--- src/rtl/alu_muldiv.sv ---
// Execute-stage integer ALU with a registered result. The M-extension multiply
// and divide ops run on a shared iterative radix-2 engine (one bit per cycle).
module alu_muldiv #(
    parameter int XLEN         = 32,
    parameter int ALU_OP_WIDTH = 5,
    parameter int SHAMT_WIDTH  = $clog2(XLEN)
) (
    input  logic                    clk,
    input  logic                    rst,
    input  logic                    flush,
    input  logic                    in_valid,
    output logic                    in_ready,
    input  logic [XLEN-1:0]         a,
    input  logic [XLEN-1:0]         b,
    input  logic [ALU_OP_WIDTH-1:0] alu_op,
    output logic                    out_valid,
    input  logic                    out_ready,
    output logic [XLEN-1:0]         out,
    output logic                    busy,
    output logic [1:0]              dbg_state
);
    // Handshake: an op transfers on a rising edge where in_valid && in_ready && !flush,
    // a result transfers where out_valid && out_ready; neither side may depend on the
    // other's valid combinationally except in_ready following out_ready in DONE.
    localparam logic [1:0] S_IDLE = 2'd0;
    localparam logic [1:0] S_BUSY = 2'd1;
    localparam logic [1:0] S_DONE = 2'd2;
    localparam int CW = $clog2(XLEN + 1);
    localparam logic [XLEN-1:0] MIN_NEG = {1'b1, {(XLEN-1){1'b0}}};

    localparam logic [ALU_OP_WIDTH-1:0] OP_ADD    = ALU_OP_WIDTH'(0);
    localparam logic [ALU_OP_WIDTH-1:0] OP_SLL    = ALU_OP_WIDTH'(1);
    localparam logic [ALU_OP_WIDTH-1:0] OP_XOR    = ALU_OP_WIDTH'(2);
    localparam logic [ALU_OP_WIDTH-1:0] OP_OR     = ALU_OP_WIDTH'(3);
    localparam logic [ALU_OP_WIDTH-1:0] OP_AND    = ALU_OP_WIDTH'(4);
    localparam logic [ALU_OP_WIDTH-1:0] OP_SRL    = ALU_OP_WIDTH'(5);
    localparam logic [ALU_OP_WIDTH-1:0] OP_SEQ    = ALU_OP_WIDTH'(6);
    localparam logic [ALU_OP_WIDTH-1:0] OP_SNE    = ALU_OP_WIDTH'(7);
    localparam logic [ALU_OP_WIDTH-1:0] OP_SUB    = ALU_OP_WIDTH'(8);
    localparam logic [ALU_OP_WIDTH-1:0] OP_SRA    = ALU_OP_WIDTH'(9);
    localparam logic [ALU_OP_WIDTH-1:0] OP_SLT    = ALU_OP_WIDTH'(10);
    localparam logic [ALU_OP_WIDTH-1:0] OP_SGE    = ALU_OP_WIDTH'(11);
    localparam logic [ALU_OP_WIDTH-1:0] OP_SLTU   = ALU_OP_WIDTH'(12);
    localparam logic [ALU_OP_WIDTH-1:0] OP_SGEU   = ALU_OP_WIDTH'(13);
    localparam logic [ALU_OP_WIDTH-1:0] OP_MUL    = ALU_OP_WIDTH'(16);
    localparam logic [ALU_OP_WIDTH-1:0] OP_MULH   = ALU_OP_WIDTH'(17);
    localparam logic [ALU_OP_WIDTH-1:0] OP_MULHSU = ALU_OP_WIDTH'(18);
    localparam logic [ALU_OP_WIDTH-1:0] OP_MULHU  = ALU_OP_WIDTH'(19);
    localparam logic [ALU_OP_WIDTH-1:0] OP_DIV    = ALU_OP_WIDTH'(20);
    localparam logic [ALU_OP_WIDTH-1:0] OP_DIVU   = ALU_OP_WIDTH'(21);
    localparam logic [ALU_OP_WIDTH-1:0] OP_REM    = ALU_OP_WIDTH'(22);
    localparam logic [ALU_OP_WIDTH-1:0] OP_REMU   = ALU_OP_WIDTH'(23);

    logic [1:0]              state_q, state_d;
    logic [XLEN-1:0]         out_q, out_d;
    logic [CW-1:0]           cnt_q, cnt_d;
    logic [ALU_OP_WIDTH-1:0] op_q, op_d;
    logic [XLEN-1:0]         hi_q, hi_d, lo_q, lo_d, md_q, md_d;
    logic                    neg_q, neg_d;

    logic [SHAMT_WIDTH-1:0] shamt;
    logic                   slt, sltu;
    logic [XLEN-1:0]        alu_res;

    assign shamt = b[SHAMT_WIDTH-1:0];
    assign slt   = $signed(a) < $signed(b);
    assign sltu  = a < b;

    always_comb begin
        alu_res = '0;
        case (alu_op)
            OP_ADD:  alu_res = a + b;
            OP_SLL:  alu_res = a << shamt;
            OP_XOR:  alu_res = a ^ b;
            OP_OR:   alu_res = a | b;
            OP_AND:  alu_res = a & b;
            OP_SRL:  alu_res = a >> shamt;
            OP_SEQ:  alu_res = XLEN'(a == b);
            OP_SNE:  alu_res = XLEN'(a != b);
            OP_SUB:  alu_res = a - b;
            OP_SRA:  alu_res = $unsigned($signed(a) >>> shamt);
            OP_SLT:  alu_res = XLEN'(slt);
            OP_SGE:  alu_res = XLEN'(!slt);
            OP_SLTU: alu_res = XLEN'(sltu);
            OP_SGEU: alu_res = XLEN'(!sltu);
            default: alu_res = '0;
        endcase
    end

    logic            is_mul, is_div, is_rem, sgn_a, sgn_b, b_zero, div_ovf, fast;
    logic [XLEN-1:0] mag_a, mag_b, fast_res;

    assign is_mul  = (alu_op >= OP_MUL) && (alu_op <= OP_MULHU);
    assign is_div  = (alu_op >= OP_DIV) && (alu_op <= OP_REMU);
    assign is_rem  = (alu_op == OP_REM) || (alu_op == OP_REMU);
    assign sgn_a   = a[XLEN-1] && ((alu_op == OP_MUL) || (alu_op == OP_MULH) ||
                     (alu_op == OP_MULHSU) || (alu_op == OP_DIV) || (alu_op == OP_REM));
    assign sgn_b   = b[XLEN-1] && ((alu_op == OP_MUL) || (alu_op == OP_MULH) ||
                     (alu_op == OP_DIV) || (alu_op == OP_REM));
    assign mag_a   = sgn_a ? -a : a;
    assign mag_b   = sgn_b ? -b : b;
    assign b_zero  = (b == '0);
    assign div_ovf = ((alu_op == OP_DIV) || (alu_op == OP_REM)) && (a == MIN_NEG) && (b == '1);
    assign fast    = is_div && (b_zero || div_ovf);

    always_comb begin
        if (b_zero) fast_res = is_rem ? a : '1;
        else        fast_res = is_rem ? '0 : a;
    end

    // Engine: {hi,lo} is the product accumulator (mul) or remainder/quotient pair (div).
    logic              mul_op_q;
    logic [XLEN:0]     mul_sum, div_sh, div_diff;
    logic [XLEN-1:0]   step_hi, step_lo, quo_fix, rem_fix, final_res;
    logic [2*XLEN-1:0] prod, prod_fix;

    assign mul_op_q = (op_q >= OP_MUL) && (op_q <= OP_MULHU);
    assign mul_sum  = {1'b0, hi_q} + (lo_q[0] ? {1'b0, md_q} : '0);
    assign div_sh   = {hi_q, lo_q[XLEN-1]};
    assign div_diff = div_sh - {1'b0, md_q};

    always_comb begin
        if (mul_op_q) begin
            step_hi = mul_sum[XLEN:1];
            step_lo = {mul_sum[0], lo_q[XLEN-1:1]};
        end else if (!div_diff[XLEN]) begin
            step_hi = div_diff[XLEN-1:0];
            step_lo = {lo_q[XLEN-2:0], 1'b1};
        end else begin
            step_hi = div_sh[XLEN-1:0];
            step_lo = {lo_q[XLEN-2:0], 1'b0};
        end
    end

    assign prod     = {step_hi, step_lo};
    assign prod_fix = neg_q ? -prod : prod;
    assign quo_fix  = neg_q ? -step_lo : step_lo;
    assign rem_fix  = neg_q ? -step_hi : step_hi;

    always_comb begin
        case (op_q)
            OP_MUL:                        final_res = prod_fix[XLEN-1:0];
            OP_MULH, OP_MULHSU, OP_MULHU:  final_res = prod_fix[2*XLEN-1:XLEN];
            OP_REM, OP_REMU:               final_res = rem_fix;
            default:                       final_res = quo_fix;
        endcase
    end

    logic accept;
    assign in_ready = (state_q == S_IDLE) || ((state_q == S_DONE) && out_ready);
    assign accept   = in_valid && in_ready && !flush;

    always_comb begin
        state_d = state_q;
        out_d   = out_q;
        cnt_d   = cnt_q;
        op_d    = op_q;
        hi_d    = hi_q;
        lo_d    = lo_q;
        md_d    = md_q;
        neg_d   = neg_q;
        if (flush) begin
            state_d = S_IDLE;
        end else if (accept) begin
            op_d = alu_op;
            if ((is_mul || is_div) && !fast) begin
                state_d = S_BUSY;
                cnt_d   = CW'(XLEN);
                hi_d    = '0;
                lo_d    = is_mul ? mag_b : mag_a;
                md_d    = is_mul ? mag_a : mag_b;
                neg_d   = is_rem ? sgn_a : (sgn_a ^ sgn_b);
            end else begin
                state_d = S_DONE;
                out_d   = fast ? fast_res : alu_res;
            end
        end else if (state_q == S_BUSY) begin
            hi_d  = step_hi;
            lo_d  = step_lo;
            cnt_d = cnt_q - CW'(1);
            if (cnt_q == CW'(1)) begin
                out_d   = final_res;
                state_d = S_DONE;
            end
        end else if ((state_q == S_DONE) && out_ready) begin
            state_d = S_IDLE;
        end else if (state_q != S_DONE) begin
            state_d = S_IDLE;
        end
    end

    always_ff @(posedge clk) begin
        if (rst) begin
            state_q <= S_IDLE;
            out_q   <= '0;
            cnt_q   <= '0;
            op_q    <= '0;
            hi_q    <= '0;
            lo_q    <= '0;
            md_q    <= '0;
            neg_q   <= 1'b0;
        end else begin
            state_q <= state_d;
            out_q   <= out_d;
            cnt_q   <= cnt_d;
            op_q    <= op_d;
            hi_q    <= hi_d;
            lo_q    <= lo_d;
            md_q    <= md_d;
            neg_q   <= neg_d;
        end
    end

    assign out_valid = (state_q == S_DONE);
    assign busy      = (state_q == S_BUSY);
    assign out       = out_q;
    assign dbg_state = state_q;
endmodule

--- config.mk ---
export PLATFORM = sky130hd
export DESIGN_NAME = alu_muldiv
export DESIGN_NICKNAME = d
export VERILOG_FILES = /design/src/rtl/alu_muldiv.sv
export SDC_FILE = /design/constraint.sdc
export NUM_CORES = 1
export LEC_CHECK = 0
export ABC_CLOCK_PERIOD_IN_PS = 7700
export CAP_MARGIN = 20
export CORE_AREA = 2 2 221 245
export CTS_CLUSTER_DIAMETER = 80
export DETAILED_ROUTE_END_ITERATION = 16
export DIE_AREA = 0 0 223 247
export SLEW_MARGIN = 15
export SYNTH_ARGS = -nofsm -noshare
export SYNTH_HDL_FRONTEND = slang
export SYNTH_SLANG_ARGS = --single-unit
--- constraint.sdc ---
create_clock -name clk -period 7.7 [get_ports clk]
set_input_delay 1.155 -clock clk [delete_from_list [all_inputs] [get_ports clk]]
set_output_delay 1.155 -clock clk [all_outputs]
set_load 0.1 [all_outputs]
== Yosys cells after proc, flatten, opt, wreduce, memory -nomap -nowiden ==
Cells that the tools add are included.

* Reduce and logical (&&, ||, !) cells: 41
* Equality and inequality tests: 36
* Multiplexer cells: 38
* Magnitude comparators: 8
* Add/sub/neg operators: 10
* Bitwise gates (word level): 5
* Shift operators: 3

{| class="wikitable"
|+ Operators by type and width
! operator !! number
|-
| two-way mux 32 bit || 24
|-
| case mux 32 bit (14 select lines) || 1
|-
| negation 32 bit || 4
|-
| case mux 32 bit (3 select lines) || 1
|-
| equality test 32 bit, second input constant || 2
|-
| less-than comparator 32 bit || 2
|-
| two-way mux 64 bit || 1
|-
| negation 64 bit || 1
|-
| equality test 5 bit, second input constant || 12
|-
| adder 32 x 32 -> 33 bit || 1
|-
| subtractor 33 x 32 -> 33 bit || 1
|-
| adder 32 bit || 1
|-
| AND 32 bit || 1
|-
| equality test 32 bit || 1
|-
| logical NOT 32 bit || 1
|-
| inequality test 32 bit || 1
|-
| OR 32 bit || 1
|-
| << shifter 32 x 5 -> 32 bit || 1
|-
| >> shifter 32 x 5 -> 32 bit || 1
|-
| >>> shifter 32 x 5 -> 32 bit || 1
|-
| subtractor 32 bit || 1
|-
| bitwise XOR 32 bit || 1
|-
| equality test 5 x 4 -> 1 bit, second input constant || 6
|-
| equality test 5 x 3 -> 1 bit, second input constant || 4
|-
| 28 further kinds || 70
|}

* Logic and storage cells: 149
* Flip-flop bits (word level): 142
* Input bits: 74
* Output and inout port bits: 37

== Longest topological paths before layout ==
Gate-level depths: netlist of the first run.

* Depth after elaboration: 10
* Mapped depth: 23
* Depth with buffers taken out: 22

== Worst setup path after synthesis of the first run ==
Ideal clock, no wire load.

* Path kind: input -> register
* Start point: input b[1]
* End point: register out_q[23] (netlist: out[23])
* Library setup time: 116 ps
* Path buffers: 3
* Arrival: 5621 ps
* Setup slack: 1963 ps
* Required time: 7584 ps
* Stages: 18
* Cells stage by stage: inv_1 > clkbuf_1 > clkbuf_1 > buf_1 > ha_1 > or2_2 > a221oi_1 > o221ai_1 > a211oi_1 > o21ai_0 > o21bai_1 > a221oi_1 > a221oi_1 > o21ai_0 > xnor2_1 > o221ai_1 > a32o_1 > a31o_2

* Longest elaborated chain between the ends: 8

{| class="wikitable"
|+ RTL lines
! element !! line !! source
|-
| start, declared || 14 || <nowiki>input logic [XLEN-1:0] b,</nowiki>
|-
| parallel branches: the longest is 8 deep, another holds subtractor 32 bit || -- ||
|-
| end signal, assigned || 204 || <nowiki>out_q <= out_d;</nowiki>
|-
| end, declared || 55 || <nowiki>logic [XLEN-1:0] out_q, out_d;</nowiki>
|}

Several ways; the timed one is not identified. The select of a mux whose other input is x is not followed.
A chain may end at the register's enable or synchronous reset.

== Worst setup path after layout of the first run ==
* Start point: register md_q[17]
* End point: register out_q[28] (netlist: out[28])

* Longest elaborated chain between the ends: 9

{| class="wikitable"
|+ RTL lines
! element !! line !! source
|-
| start, declared || 58 || <nowiki>logic [XLEN-1:0] hi_q, hi_d, lo_q, lo_d, md_q, md_d;</nowiki>
|-
| start signal, assigned || 209 || <nowiki>md_q <= md_d;</nowiki>
|-
| subtractor 33 x 32 -> 33 bit or two-way mux 32 bit (tied branches) || 120, 118 ||
|-
| two-way mux 1 bit (tied with other cells) || 126 || <nowiki>end else if (!div_diff[XLEN]) begin</nowiki>
|-
| two-way mux 32 bit || 123 || <nowiki>if (mul_op_q) begin</nowiki>
|-
| negation 64 bit (tied with other cells) || 136 || <nowiki>assign prod_fix = neg_q ? -prod : prod;</nowiki>
|-
| two-way mux 64 bit (tied with other cells) || 136 ||
|-
| case mux 32 bit (3 select lines) * || 141 || <nowiki>case (op_q)</nowiki>
|-
| two-way mux 32 bit * || 181 || <nowiki>if (cnt_q == CW'(1)) begin</nowiki>
|-
| two-way mux 32 bit * || 177 || <nowiki>end else if (state_q == S_BUSY) begin</nowiki>
|-
| two-way mux 32 bit * || 164 || <nowiki>end else if (accept) begin</nowiki>
|}

Every way passes the cells marked *; elsewhere a longest branch is shown, timed or not. The select of a mux whose other input is x is not followed.

==> run summary, run 1 <==
status -> finished clean
Synth Net Count -> 3,816
post-cts sizing count -> 0
RSZ-0062 raised after global routing -> false
Worst Tran Pin Value -> 1.132 ns
Comb power frac -> 53.8%
Placer Congestion -> 1.080
final core utilization -> 48.36%
Vias -> 29,041
DP Wirelength -> 94,810 µm
Via-to-Cell Ratio -> 6.906
internal power -> 1.825 mW
largest fanout on the critical path -> 15
GRT Total Usage -> 42.81%
Die W -> 223 µm
Synth Register Bits -> 142
Root Buffer -> clkbuf_16
Final Setup Violations -> 0
Max Cap Violations -> 0
WHS -> 0.4690 ns
DRT Wirelength -> 121,600 µm
share of total power in the clock network -> 24.2%
clk slew on worst S/H paths -> 0.08 ns
critical path type -> register to register
row count -> 89
sequential area share after synthesis -> 12.13%
Core ar. -> 52,890 µm²
WL met1 -> 44,470 µm
DR WL met3 -> 10,020 µm
Syn Inst Count -> 3,570
Routed Antenna Nets -> 0
Psw -> 1.769 mW
Pleak -> 9.882 nW
post-route setup slack -> 1.105 ns
worst-skew pair later-pin latency -> 0.47 ns
Sink Count -> 142
setup repair bufs after CTS -> 0
CTS buffer count -> 17
Yosys Warn Count -> 0
pre-CTS setup slack -> 1.233 ns
first-pass GRT wire length -> 177,600 µm
I/O Pins -> 111
slew margin rel. -> 23.61%
Area growth, synth to finish -> 9.138%
CTS tree -> yes
Die ar. -> 55,080 µm²
Crit. End Element -> register
switching portion of total power -> 49.22%
Arrival @ worst endpoint -> 6.93 ns
Max Root-Sink Buffers -> 2
distinct cell type count of the synthesized netlist -> 94
top sig layer -> met5
Routed WL per cell -> 28.92 µm
fin nets -> 3,754
commonest register cell after synthesis -> dfxtp_1
total global routing overflow -> 0
Critical Path RT -> 8.03 ns
Final Critical Period -> 6.595 ns
synthesized area per cell -> 6.566 µm²
EDFF count, synth -> 0
part of the power in registers -> 22.0%
H-tree levels -> 4
# DRC -> 0
area of the multi-input gates -> 19,090 µm²
port bufs -> 110
initial antenna violation count -> 7
pin count of the biggest net entering global routing -> 89
Initial Utilization -> 44.31%
placed cells -> 4,171
metal2 WL -> 55,660 µm
final instance area -> 25,580 µm²
Fin Clk Skew -> 0.01643 ns
post-route setup TNS -> 0 ns
FF+latch area -> 2844 µm²
Pwr Density -> 140.5 nW/µm²
worst hold-check path type -> register to register
total power -> 3.594 mW
vias in the first global route -> 27,482
max frequency -> 0.1516 GHz
starting DRC count in detailed routing -> 3,386
synthesized area -> 23,440 µm²
Hold-fix buffers, CTS -> 0
Slew Limit Fails -> 0
Die H -> 247 µm
Peak VDD IR -> 0.0001003 V
final hold vios -> 0
drt pass-1 iters -> 7
async set-or-reset flop fraction in the synthesized netlist -> 0%
Fillers -> 5,496
DP Area -> 24,990 µm²
non-filler cells in the finished layout -> 4,205
Worst setup SP type -> register
share of cells above drive strength 1 -> 5.283%
Final Cycle Share -> 85.66%
==> state kept, by name, indices dropped and copies added (netlist names) <==
name	flops
md_q	32
cnt_q	6
out	32
dbg_state	2
op_q	5
hi_q	32
neg_q	1
lo_q	32
==> critical path: stages (launching register included) <==
cell      delay (ns)
dfxtp_1         0.35
inv_1           0.06
ha_1            0.43
a21oi_1         0.31
o21ai_0         0.29
a21oi_1         0.31
o21ai_0         0.23
a31oi_1         0.73
nor2_1          0.27
buf_4           0.29
o211ai_1        0.30
a21boi_1        0.59
ha_1            0.33
nand4_1         0.35
nor3_2          0.48
nand3_1         0.27
a211o_1         0.33
a221oi_1        0.43
o21ai_1         0.12
==> final cells by class <==
| type | instances | share of cell area, % |
|---|---|---|
| sequential | 142 | 11.12 |
| multi-input combinational | 3015 | 74.63 |
| inverter | 146 | 2.142 |
| clock inverter | 14 | 0.6260 |
| tap | 682 | 3.336 |
| timing repair buffer | 186 | 6.456 |
| antenna | 2 | 0.01956 |
| clock buffer | 18 | 1.678 |
==> power by group through the flow <==
stage                     clock, mW  sequential (mW)  combinational, mW
after floorplan                   0            0.858               1.14
after global placement            0            0.803               1.83
after CTS                     0.869            0.788               1.85
after global routing          0.894            0.791               2.03
after detailed placement          0            0.804               1.84
final                         0.872            0.789               1.93
==> layout by cell type (no fill, tap or decap), types with 19 or more instances in the layout <==
master / instances
a22oi_1: 20
mux2i_1: 103
nand4_1: 46
a31oi_1: 55
o21a_1: 19
nand2b_1: 30
a21o_1: 41
and3_1: 24
clkdlybuf4s50_1: 103
o31ai_1: 36
nor3_1: 97
or3_1: 34
a221oi_1: 44
xnor2_1: 131
ha_1: 168
o21bai_1: 21
buf_4: 76
and2_1: 52
nor2_1: 435
a211oi_1: 71
nand2_1: 365
o211ai_1: 120
dfxtp_1: 141
inv_1: 143
nor4_1: 36
a311oi_1: 25
o21ai_0: 285
a21oi_1: 350
xor2_1: 37
nand3_1: 87
==> cell usage after synthesis (all sizes together) (8+ instances only) <==
library cell  instances  area share, %
nor2                439            7.0
nand2               368            5.9
a21oi               352            7.5
o21ai               292            6.2
clkbuf              235            3.8
ha                  168            9.0
inv                 145            2.3
dfxtp               142             12
xnor2               131            4.9
o211ai              120            3.8
mux2i               103            4.4
nor3                 99            2.2
nand3                87            1.9
a211oi               72            2.3
a31oi                55            1.5
and2                 55            1.5
nand4                47            1.3
a221oi               44            1.6
nor4                 42            1.3
a21o                 41            1.3
xor2                 37            1.4
o31ai                36            1.2
or3                  35           0.96
buf                  32           0.58
nand2b               31           0.83
a311oi               26            1.0
and3                 24           0.64
o21bai               21           0.67
a22oi                20           0.64
o21a                 19           0.61
a211o                18           0.67
nor2b                16           0.43
o2111ai              16           0.60
o22ai                14           0.37
o221ai               13           0.49
or2                  13           0.35
o41ai                12           0.45
a21boi               10           0.32
a41oi                10           0.37
nand3b               10           0.32
a31o                  9           0.34
a2111oi               8           0.35
==> layer usage <==
metal	up-vias	track usage, %
met4	6	35.25
met1	13729	48.53
met5	-	0
met3	475	6.214
li1	12993	-
met2	1838	71.76
==> kinds of logic (layout without fill, tap and decap cells) <==
kind of cell	count (synthesis)	count (layout)	synth area share, %
simple gates	1294	1294	25.55
compound gates	1263	1263	34.63
buf+inv	413	364	6.678
fa+ha+maj	178	178	9.566
xor+xnor	168	168	6.277
flops	142	142	12.13
mux	112	112	5.167
other cells	0	2	0
==> worst paths after layout <==
| kind | slack (ns) | endpoint | depth (start not counted) | startpoint |
|---|---|---|---|---|
| max reg2reg | 1.10 | out[28]$_SDFFE_PP0P_ | 18 | md_q[17]$_SDFFE_PP0P_ |
| min | 0.47 | md_q[24]$_SDFFE_PP0P_ | 2 | md_q[24]$_SDFFE_PP0P_ |
| max | 1.10 | out[28]$_SDFFE_PP0P_ | 18 | md_q[17]$_SDFFE_PP0P_ |
| min reg2reg | 0.47 | md_q[24]$_SDFFE_PP0P_ | 2 | md_q[24]$_SDFFE_PP0P_ |
Note: power is estimated with default switching activity, not from simulation.
==> inputs of run 2 (changes only) <==
- CTS_CLUSTER_SIZE: not set -> 25
==> results of run 2 <==
No change in the layout: final DEF, timing and power equal those of run 1.
